<file path="src/rtl/flash_cmd_sequencer.sv">
// Flash command sequencer: turns one host command into a fixed list of
// flash-controller bus steps (command writes, status reads, status polling),
// then reports completion with a one-cycle done pulse.
//
// Handshakes:
//   host side: a command is taken on a rising edge where cmd_valid && cmd_ready.
//     cmd_ready is high only in IDLE, so cmd_valid is ignored at other times.
//   bus side:  each step is one fc_read_op/fc_write_op pulse (ISSUE). The
//     controller then raises fc_stall (WAIT_BUSY) and drops it again
//     (WAIT_DONE); the step completes on the edge where fc_stall is seen low
//     in WAIT_DONE, and read data is sampled on that same edge.
module flash_cmd_sequencer #(
  parameter logic [23:0] POLL_LIMIT = 24'd8_000_000
) (
  input  logic        clk,
  input  logic        rst_n,
  input  logic        cmd_valid,
  input  logic [1:0]  cmd_op,
  input  logic [31:0] cmd_addr,
  input  logic [15:0] cmd_data,
  output logic        cmd_ready,
  output logic        done,
  output logic [7:0]  status,
  output logic        error,
  output logic        timeout,
  output logic [31:0] fc_addr,
  output logic        fc_read_op,
  output logic        fc_write_op,
  output logic [31:0] fc_data_write,
  input  logic [31:0] fc_data_read,
  input  logic        fc_stall,
  output logic [2:0]  dbg_state
);

  typedef enum logic [2:0] {
    IDLE      = 3'd0,
    ISSUE     = 3'd1,
    WAIT_BUSY = 3'd2,
    WAIT_DONE = 3'd3,
    NEXT      = 3'd4,
    DONE      = 3'd5
  } state_t;

  localparam logic [1:0] OP_PROG  = 2'b00;
  localparam logic [1:0] OP_ERASE = 2'b01;
  localparam logic [1:0] OP_RDST  = 2'b10;
  localparam logic [1:0] OP_RDARR = 2'b11;

  // Step index map shared by all commands:
  //   0,1 command-specific setup, 2 status poll, 3 clear-status (only on
  //   error), 4 back to read-array, 5 finished.
  localparam logic [2:0] IDX_FIRST = 3'd0;
  localparam logic [2:0] IDX_POLL  = 3'd2;
  localparam logic [2:0] IDX_CLEAR = 3'd3;
  localparam logic [2:0] IDX_FLUSH = 3'd4;
  localparam logic [2:0] IDX_END   = 3'd5;

  state_t      state;
  logic [1:0]  op_q;
  logic [15:0] data_q;
  logic [2:0]  step_idx;
  logic [23:0] poll_cnt;

  logic [2:0]  start_idx;
  logic [1:0]  iss_op;
  logic [2:0]  iss_idx;
  logic [15:0] iss_data;
  logic        iss_rd;
  logic [15:0] iss_val;

  logic [23:0] cnt_inc;
  logic [7:0]  rd_stat;
  logic [2:0]  cmp_idx;
  logic        cmp_err;
  logic        cmp_to;

  logic        unused_rd_hi;

  assign unused_rd_hi = ^fc_data_read[31:8];
  assign dbg_state    = state;

  function automatic logic step_is_read(input logic [1:0] op, input logic [2:0] idx);
    return (idx == IDX_POLL) || ((idx == 3'd1) && (op == OP_RDST));
  endfunction

  function automatic logic [15:0] step_value(input logic [1:0] op, input logic [2:0] idx,
                                             input logic [15:0] data);
    logic [15:0] v;
    case (idx)
      3'd0: begin
        case (op)
          OP_PROG:  v = 16'h0040;
          OP_ERASE: v = 16'h0020;
          default:  v = 16'h0070;
        endcase
      end
      3'd1:      v = (op == OP_PROG) ? data : 16'h00D0;
      IDX_CLEAR: v = 16'h0050;
      default:   v = 16'h00FF;
    endcase
    return v;
  endfunction

  // Select what the next ISSUE drives: live command inputs when starting, latched copy otherwise.
  always_comb begin
    start_idx = (cmd_op == OP_RDARR) ? IDX_FLUSH : IDX_FIRST;
    iss_op    = (state == IDLE) ? cmd_op    : op_q;
    iss_idx   = (state == IDLE) ? start_idx : step_idx;
    iss_data  = (state == IDLE) ? cmd_data  : data_q;
    iss_rd    = step_is_read(iss_op, iss_idx);
    iss_val   = step_value(iss_op, iss_idx, iss_data);
  end

  // Decide the step that follows the one completing now, including poll outcome.
  always_comb begin
    cnt_inc = (poll_cnt >= POLL_LIMIT) ? poll_cnt : poll_cnt + 24'd1;
    rd_stat = fc_data_read[7:0];
    cmp_idx = step_idx + 3'd1;
    cmp_err = error;
    cmp_to  = timeout;
    case (step_idx)
      3'd1: if (op_q == OP_RDST) cmp_idx = IDX_CLEAR;
      IDX_POLL: begin
        if (rd_stat[7]) begin
          cmp_err = |rd_stat[5:1];
          cmp_idx = IDX_CLEAR;
        end else if (cnt_inc >= POLL_LIMIT) begin
          cmp_err = 1'b1;
          cmp_to  = 1'b1;
          cmp_idx = IDX_CLEAR;
        end else begin
          cmp_idx = IDX_POLL;
        end
      end
      default: ;
    endcase
    // The clear-status write only happens when the command failed.
    if ((cmp_idx == IDX_CLEAR) && !cmp_err) cmp_idx = IDX_FLUSH;
  end

  // Main sequencer FSM with registered host and bus outputs.
  always_ff @(posedge clk or negedge rst_n) begin
    if (!rst_n) begin
      state         <= IDLE;
      op_q          <= 2'b00;
      data_q        <= 16'h0000;
      step_idx      <= 3'd0;
      poll_cnt      <= 24'd0;
      cmd_ready     <= 1'b1;
      done          <= 1'b0;
      status        <= 8'h00;
      error         <= 1'b0;
      timeout       <= 1'b0;
      fc_addr       <= 32'h0;
      fc_read_op    <= 1'b0;
      fc_write_op   <= 1'b0;
      fc_data_write <= 32'h0;
    end else begin
      done        <= 1'b0;
      fc_read_op  <= 1'b0;
      fc_write_op <= 1'b0;
      case (state)
        IDLE: begin
          if (cmd_valid) begin
            op_q        <= cmd_op;
            data_q      <= cmd_data;
            fc_addr     <= cmd_addr;
            step_idx    <= start_idx;
            poll_cnt    <= 24'd0;
            error       <= 1'b0;
            timeout     <= 1'b0;
            cmd_ready   <= 1'b0;
            fc_read_op  <= iss_rd;
            fc_write_op <= !iss_rd;
            if (!iss_rd) fc_data_write <= {16'h0000, iss_val};
            state       <= ISSUE;
          end
        end
        ISSUE: state <= WAIT_BUSY;
        WAIT_BUSY: begin
          if (fc_stall) state <= WAIT_DONE;
        end
        WAIT_DONE: begin
          if (!fc_stall) begin
            if (step_is_read(op_q, step_idx)) status <= rd_stat;
            if (step_idx == IDX_POLL) poll_cnt <= cnt_inc;
            error    <= cmp_err;
            timeout  <= cmp_to;
            step_idx <= cmp_idx;
            if (cmp_idx == IDX_END) begin
              done  <= 1'b1;
              state <= DONE;
            end else begin
              state <= NEXT;
            end
          end
        end
        NEXT: begin
          fc_read_op  <= iss_rd;
          fc_write_op <= !iss_rd;
          if (!iss_rd) fc_data_write <= {16'h0000, iss_val};
          state       <= ISSUE;
        end
        DONE: begin
          cmd_ready <= 1'b1;
          state     <= IDLE;
        end
        default: begin
          cmd_ready <= 1'b1;
          state     <= IDLE;
        end
      endcase
    end
  end

endmodule

</file>
<file path="config.mk">
export PLATFORM = sky130hd
export DESIGN_NAME = flash_cmd_sequencer
export DESIGN_NICKNAME = d
export VERILOG_FILES = /design/src/rtl/flash_cmd_sequencer.sv
export SDC_FILE = /design/constraint.sdc
export NUM_CORES = 1
export LEC_CHECK = 0
export ABC_AREA = 0
export BUFFER_PORTS_ARGS = -buffer_cell sky130_fd_sc_hd__buf_2
export CORE_MARGIN = 2
export CORE_UTILIZATION = 54
export CTS_BUF_LIST = sky130_fd_sc_hd__clkbuf_2 sky130_fd_sc_hd__clkbuf_4 sky130_fd_sc_hd__clkbuf_8
export CTS_CLUSTER_SIZE = 30
export DETAILED_ROUTE_END_ITERATION = 8
export PLACE_DENSITY = 0.88
export SETUP_SLACK_MARGIN = 0.15
export SLEW_MARGIN = 20
export SYNTH_ARGS = -nofsm -noshare
export SYNTH_HDL_FRONTEND = slang
export SYNTH_SLANG_ARGS = --single-unit
</file>
<file path="constraint.sdc">
create_clock -name clk -period 4.01 [get_ports clk]
set_input_delay 0 -clock clk [delete_from_list [all_inputs] [get_ports clk]]
set_output_delay 0 -clock clk [all_outputs]
set_load 0.01 [all_outputs]
</file>
== Word level (Yosys, flattened, before mapping) ==
Cells that the tools add are included.

* Register bits: 126
* Latch bits: 0
* Bits in writable memories: 0
* Memory bits (read-only): 0
* Input bits: 86
* Output and inout bits: 81
* Memories: 0

* Add/subtract/negate cells: 2
* $mul: 0
* Divide/modulo/power cells: 0
* Magnitude comparators: 2
* Equality and inequality tests: 21
* Shifts and indexed selects: 0
* Multiplexer cells: 47
* Bitwise operators: 2
* Reduce and logical (&&, ||, !) cells: 22

{| class="wikitable"
|+ Operator list
! operator !! count
|-
| $mux W24 || 4
|-
| $mux W32 || 2
|-
| $pmux W32 S2 || 1
|-
| $ge A24 B23 Y1 const B || 2
|-
| $pmux W16 S3 || 1
|-
| $pmux W24 S2 || 1
|-
| $mux W16 || 2
|-
| $mux W3 || 9
|-
| $add A24 B1 Y24 const B || 1
|-
| $eq A3 B2 Y1 const B || 6
|-
| $mux W1 || 17
|-
| $pmux W3 S5 || 1
|-
| $pmux W7 S2 || 1
|-
| $ne A2 B2 Y1 const B || 6
|-
| $pmux W3 S2 || 2
|-
| $pmux W1 S2 || 5
|-
| $eq A3 B1 Y1 const B || 3
|-
| $reduce_and A3 Y1 || 3
|-
| $eq A2 B2 Y1 const B || 3
|-
| $eq A3 B3 Y1 const B || 2
|-
| $logic_not A3 Y1 || 2
|-
| $reduce_and A2 Y1 || 3
|-
| $reduce_and A6 Y1 || 1
|-
| $reduce_or A5 Y1 || 1
|-
| other kinds (11) || 17
|}

== Longest topological paths before layout ==
* Depth after elaboration: 13
* Mapped depth: 11

== Least setup slack after synthesis ==
Ideal clock, no wire load.

* Kind: reg-to-reg
* From: register poll_cnt[0]
* To: register step_idx[2]
* Data arrival time: 2.913 ns
* Setup slack: 1.024 ns
* Stages on the path, launching flop included: 11
* Path buffers: 0
* Period minus slack after synthesis: 2.986 ns
* Path through: dfrtp_1 ha_1 nand4_1 nor4_4 and3_1 mux2_1 a222oi_1 a211oi_2 o21ba_1 a211o_1 a21oi_2

* Longest elaborated chain between the ends: 11
* Elaborated cells on any way between the ends: 16
* Those cells by class: 1 x add/sub; 2 x order compare; 1 x eq/ne; 10 x mux; 2 x reduce/logical

{| class="wikitable"
|+ Ends and longest elaborated chain
! what !! line !! source
|-
| start: declaration || 62 || <nowiki>logic [23:0] poll_cnt;</nowiki>
|-
| start signal: assignment || 186 || <nowiki>if (step_idx == IDX_POLL) poll_cnt <= cnt_inc;</nowiki>
|-
| $add A24 B1 Y24 / $ge A24 B23 Y1 (equally long branches) || 116 || <nowiki>cnt_inc = (poll_cnt >= POLL_LIMIT) ? poll_cnt : poll_cnt + 24'd1;</nowiki>
|-
| $mux W24 (*) || 116 ||
|-
| $ge A24 B23 Y1 (*) || 127 || <nowiki>end else if (cnt_inc >= POLL_LIMIT) begin</nowiki>
|-
| $mux W1 || 127 ||
|-
| $mux W1 || 124 || <nowiki>if (rd_stat[7]) begin</nowiki>
|-
| $pmux W3 S2 / $mux W1 (equally long branches) || 121 || <nowiki>case (step_idx)</nowiki>
|-
| $eq A3 B2 Y1 / $logic_not A1 Y1 (equally long branches) || 138 || <nowiki>if ((cmp_idx == IDX_CLEAR) && !cmp_err) cmp_idx = IDX_FLUSH;</nowiki>
|-
| $logic_and A1 B1 Y1 (*) || 138 ||
|-
| $mux W3 (*) || 138 ||
|-
| $mux W3 (*) || 184 || <nowiki>if (!fc_stall) begin</nowiki>
|-
| $pmux W3 S2 (*) || 162 || <nowiki>case (state)</nowiki>
|-
| end signal: assignment || 168 || <nowiki>step_idx <= start_idx;</nowiki>
|-
| end signal: assignment || 189 || <nowiki>step_idx <= cmp_idx;</nowiki>
|-
| end: declaration || 61 || <nowiki>logic [2:0] step_idx;</nowiki>
|}

Mark *: on every way between the ends. The rest lies on a longest branch, timed or not. The select of a mux whose other input is x is not followed.
A chain may end at the register's enable or synchronous reset.

== Worst setup path in the final report ==
* From: register poll_cnt[1]
* To: register step_idx[2]

Same word-level chain as after synthesis.

==> out/metrics.yaml <==
status:
  status: "complete, no violations"
clocking:
  clkSinkCount: 110
  cts_buffers: 9
  postCtsSetupBuffers: 0
  cts.htree.levels: 3
  cts_root_buffer: "clkbuf_8"
  worstSkewPairLatency_ps: 380
  cts_tree: "built"
  clockBufferDepth: 2
  clk_pin_slew_ps: 100
sta:
  tightest_slew_ps: 1070
  min_period_ps: 3460
  clock.fmax_ghz: 0.289
  maxSlewHeadroom_pct: 28.8
  hold_viol_final: 0
  rsz0062_at_grt: "false"
  skew_ps: 13.3
  setup-tns-final_ps: 0
  setup_violations: 0
  fin_crit_sh_pct: 86.2
  final-max-slew-violation-count: 0
setup_path:
  start_kind: "register"
  rr_worst_depth: 10
  cp.buffers_inverters: 0
  crit-reg2reg-launch: "poll_cnt[1]$_DFFE_PN0P_"
  cp_slowest_cell: "dfrtp_1"
  crit_end: "step_idx[2]$_DFFE_PN0P_"
  path_depth: 10
  cp.arrival_ps: 3780
  reg2reg_to: "step_idx[2]$_DFFE_PN0P_"
  cp_top_family: "compound AO/OA/AOI/OAI gates"
  worst-setup-path-type: "reg2reg"
  cp_cell_sequence: "ha_1, nand4_1, nor4_4, and3_1, mux2_1, a222oi_1, a211oi_2, o21ba_1, a211o_1, a21oi_2"
  crit_path_end_kind: "register"
  regToRegSetupSlack_ps: 550
  cp_max_fo: 9
  slowest_delay_ps: 450
  crit_start: "poll_cnt[1]$_DFFE_PN0P_"
  required_ps: 4330
synthesis:
  yosysWarnings: 0
  synth.top_cell.area_share_pct: 48.0
  synth_area_mm2: 0.00569
  syn-instance-count: 641
  synth-seq-cells: 110
  synth_edf_count: 0
  synth_cell_types: 61
  ys_top_cells_by_count: "nand2_1 (190), dfrtp_1 (109), o21ai_0 (48), nor2_1 (35), a21oi_1 (26)"
  ys.flop_type: "dfrtp_1"
  synth_most_common_cell: "nand2_1"
  ys_seq_area_share_pct: 48.4
  synthTopCellsByArea: "dfrtp_1 (48%), nand2_1 (13%), o21ai_0 (4.2%), mux2i_1 (2.6%), mux2_2 (2.6%)"
  yosysTopAreaCell: "dfrtp_1"
  avgSynthCellArea_um2: 8.87
  synthArstFlopShare_pct: 100
detailed_routing:
  drc: 0
  via_count: 5390
  drt-total-wl_um: 15000
  viasPerCell: 5.65
  wl_per_cell_um: 15.7
  ant_nets: 0
  dr.pass1.iters: 6
  dr.first_iter.drc_count: 378
final_layout:
  diodes: 0
  nets: 904
  final_core_util_pct: 69.4
  syn_to_final_growth_pct: 25.4
  drive_gt1_share_pct: 22.1
pwr:
  power_density_mw_per_mm2: 551
  power.leakage_nw: 3.57
  ir_drop_mv: 0.359
global_route:
  antenna_found_initial: 0
  grt_pass1_wl_um: 24700
  grt-ovfl-total: 0
  grt_max_degree: 86
  grt_pass1_vias: 5148
  track_usage_pct: 27.1
min_path:
  min_path_type: "in2reg"
floorplanning:
  ioPinCount: 167
  die_w_um: 107
  std_cell_rows: 37
  die-area_mm2: 0.0114
  die_y_um: 107
  start_util_pct: 55.3
  core_region_area_mm2: 0.0103
placement:
  gp_congestion: 0.947
  portBuffers: 126
  dp_hpwl_um: 9420
flow_run:
  maxCapViolations: 0
-- where the power goes --
part | switching (mW) | total [mW] | leakage, nW | internal [mW]
clock network | 0.371 | 0.614 | 0.0958 | 0.243
logic | 0.968 | 1.61 | 2.04 | 0.640
registers | 0.242 | 1.71 | 1.43 | 1.47
total | 1.58 | 3.93 | 3.57 | 2.35
-- stage by stage --
step	area [um^2]	worst slack, ps	total power, mW	hold slack [ps]	std cells
final	7130	553	3.93	10.2	954
after floorplan	5740	1020	2.69	-296	656
after global routing	7130	340	4.20	6.22	954
after CTS	7120	598	3.91	1.22	954
after global placement	6340	718	3.16	188	877
after detailed placement	6340	622	3.25	194	877
-- how the worst min path moves through the flow --
stage	from	end	slack (ps)	cells past startpoint
after global routing	fc_data_read[7]	status[7]$_DFFE_PN0P_	6	2
after detailed placement	cmd_addr[2]	fc_addr[2]$_DFFE_PN0P_	190	3
after CTS	fc_data_read[7]	status[7]$_DFFE_PN0P_	1	2
after floorplan	rst_n	data_q[0]$_DFFE_PN0P_	-300	0
final	fc_data_read[7]	status[7]$_DFFE_PN0P_	10	2
after global placement	cmd_addr[13]	fc_addr[13]$_DFFE_PN0P_	190	3
-- worst register-to-register path, cell delays in order (launching register included) --
cell	delay, ps
dfrtp_1	450
ha_1	330
nand4_1	280
nor4_4	420
and3_1	370
mux2_1	360
a222oi_1	370
a211oi_2	180
o21ba_1	240
a211o_1	290
a21oi_2	130
-- cell usage in the layout, fill, tap and decap left out, drive strengths merged, types with 5 or more instances in the layout --
cell         Yosys  final
a211oi           6      6
buf             27    133
clkbuf          21     11
a21oi           27     27
nand3           12     12
nand2          190    190
and3             7      7
and4             5      5
mux2            14     14
ha               5      5
dfrtp          109    109
nor2            35     35
conb             1     16
nand2b           5      5
nor3            12     12
dlygate4sd3      0     61
o21ai           49     49
mux2i           15     15
nand4           10     10
inv             15     16
a31oi           14     14
o31ai           13     13
nor4             9      9
-- per-layer routing --
metal  part of all wire, %  vias to the layer above  track usage (%)
met1                    41                     2581             35.4
met3                   7.2                       31             4.86
met4                   1.9                        0             9.83
met5                     0                        -                0
li1                      -                     2530                -
met2                    50                      248             45.5
-- cells by family after synthesis --
kind of cell	share of synthesized area, %
AND/OR/NAND/NOR	24.2
AO/OA/AOI/OAI	14.8
flip-flops	48.4
buffers and inverters	5.68
multiplexers	5.41
adder cells (fa/ha/maj)	1.10
XOR/XNOR	0.308
other	0.0660
-- area by class of cell --
cell class,count,area (um^2)
clock buffers,11,139
clock inverters,5,35.0
fillers,744,3150
inverters,15,56.3
multi-input cells,483,2670
flip-flops and latches,110,2750
well taps,136,170
repair buffers,194,1300
-- registers in the layout (all words and copies together) (netlist names), 2 cells and up --
| name | flops |
|---|---|
| data_q | 16 |
| dbg_state | 3 |
| fc_addr | 32 |
| fc_data_write | 16 |
| op_q | 2 |
| poll_cnt | 24 |
| status | 8 |
| step_idx | 3 |
-- timing repair --
action / in CTS / in global routing
hold buffers: 61 / 0
hold endpoints to repair: 153 / 0
resized for setup: 0 / 0
No activity file was read; power rests on OpenSTA's default activity.
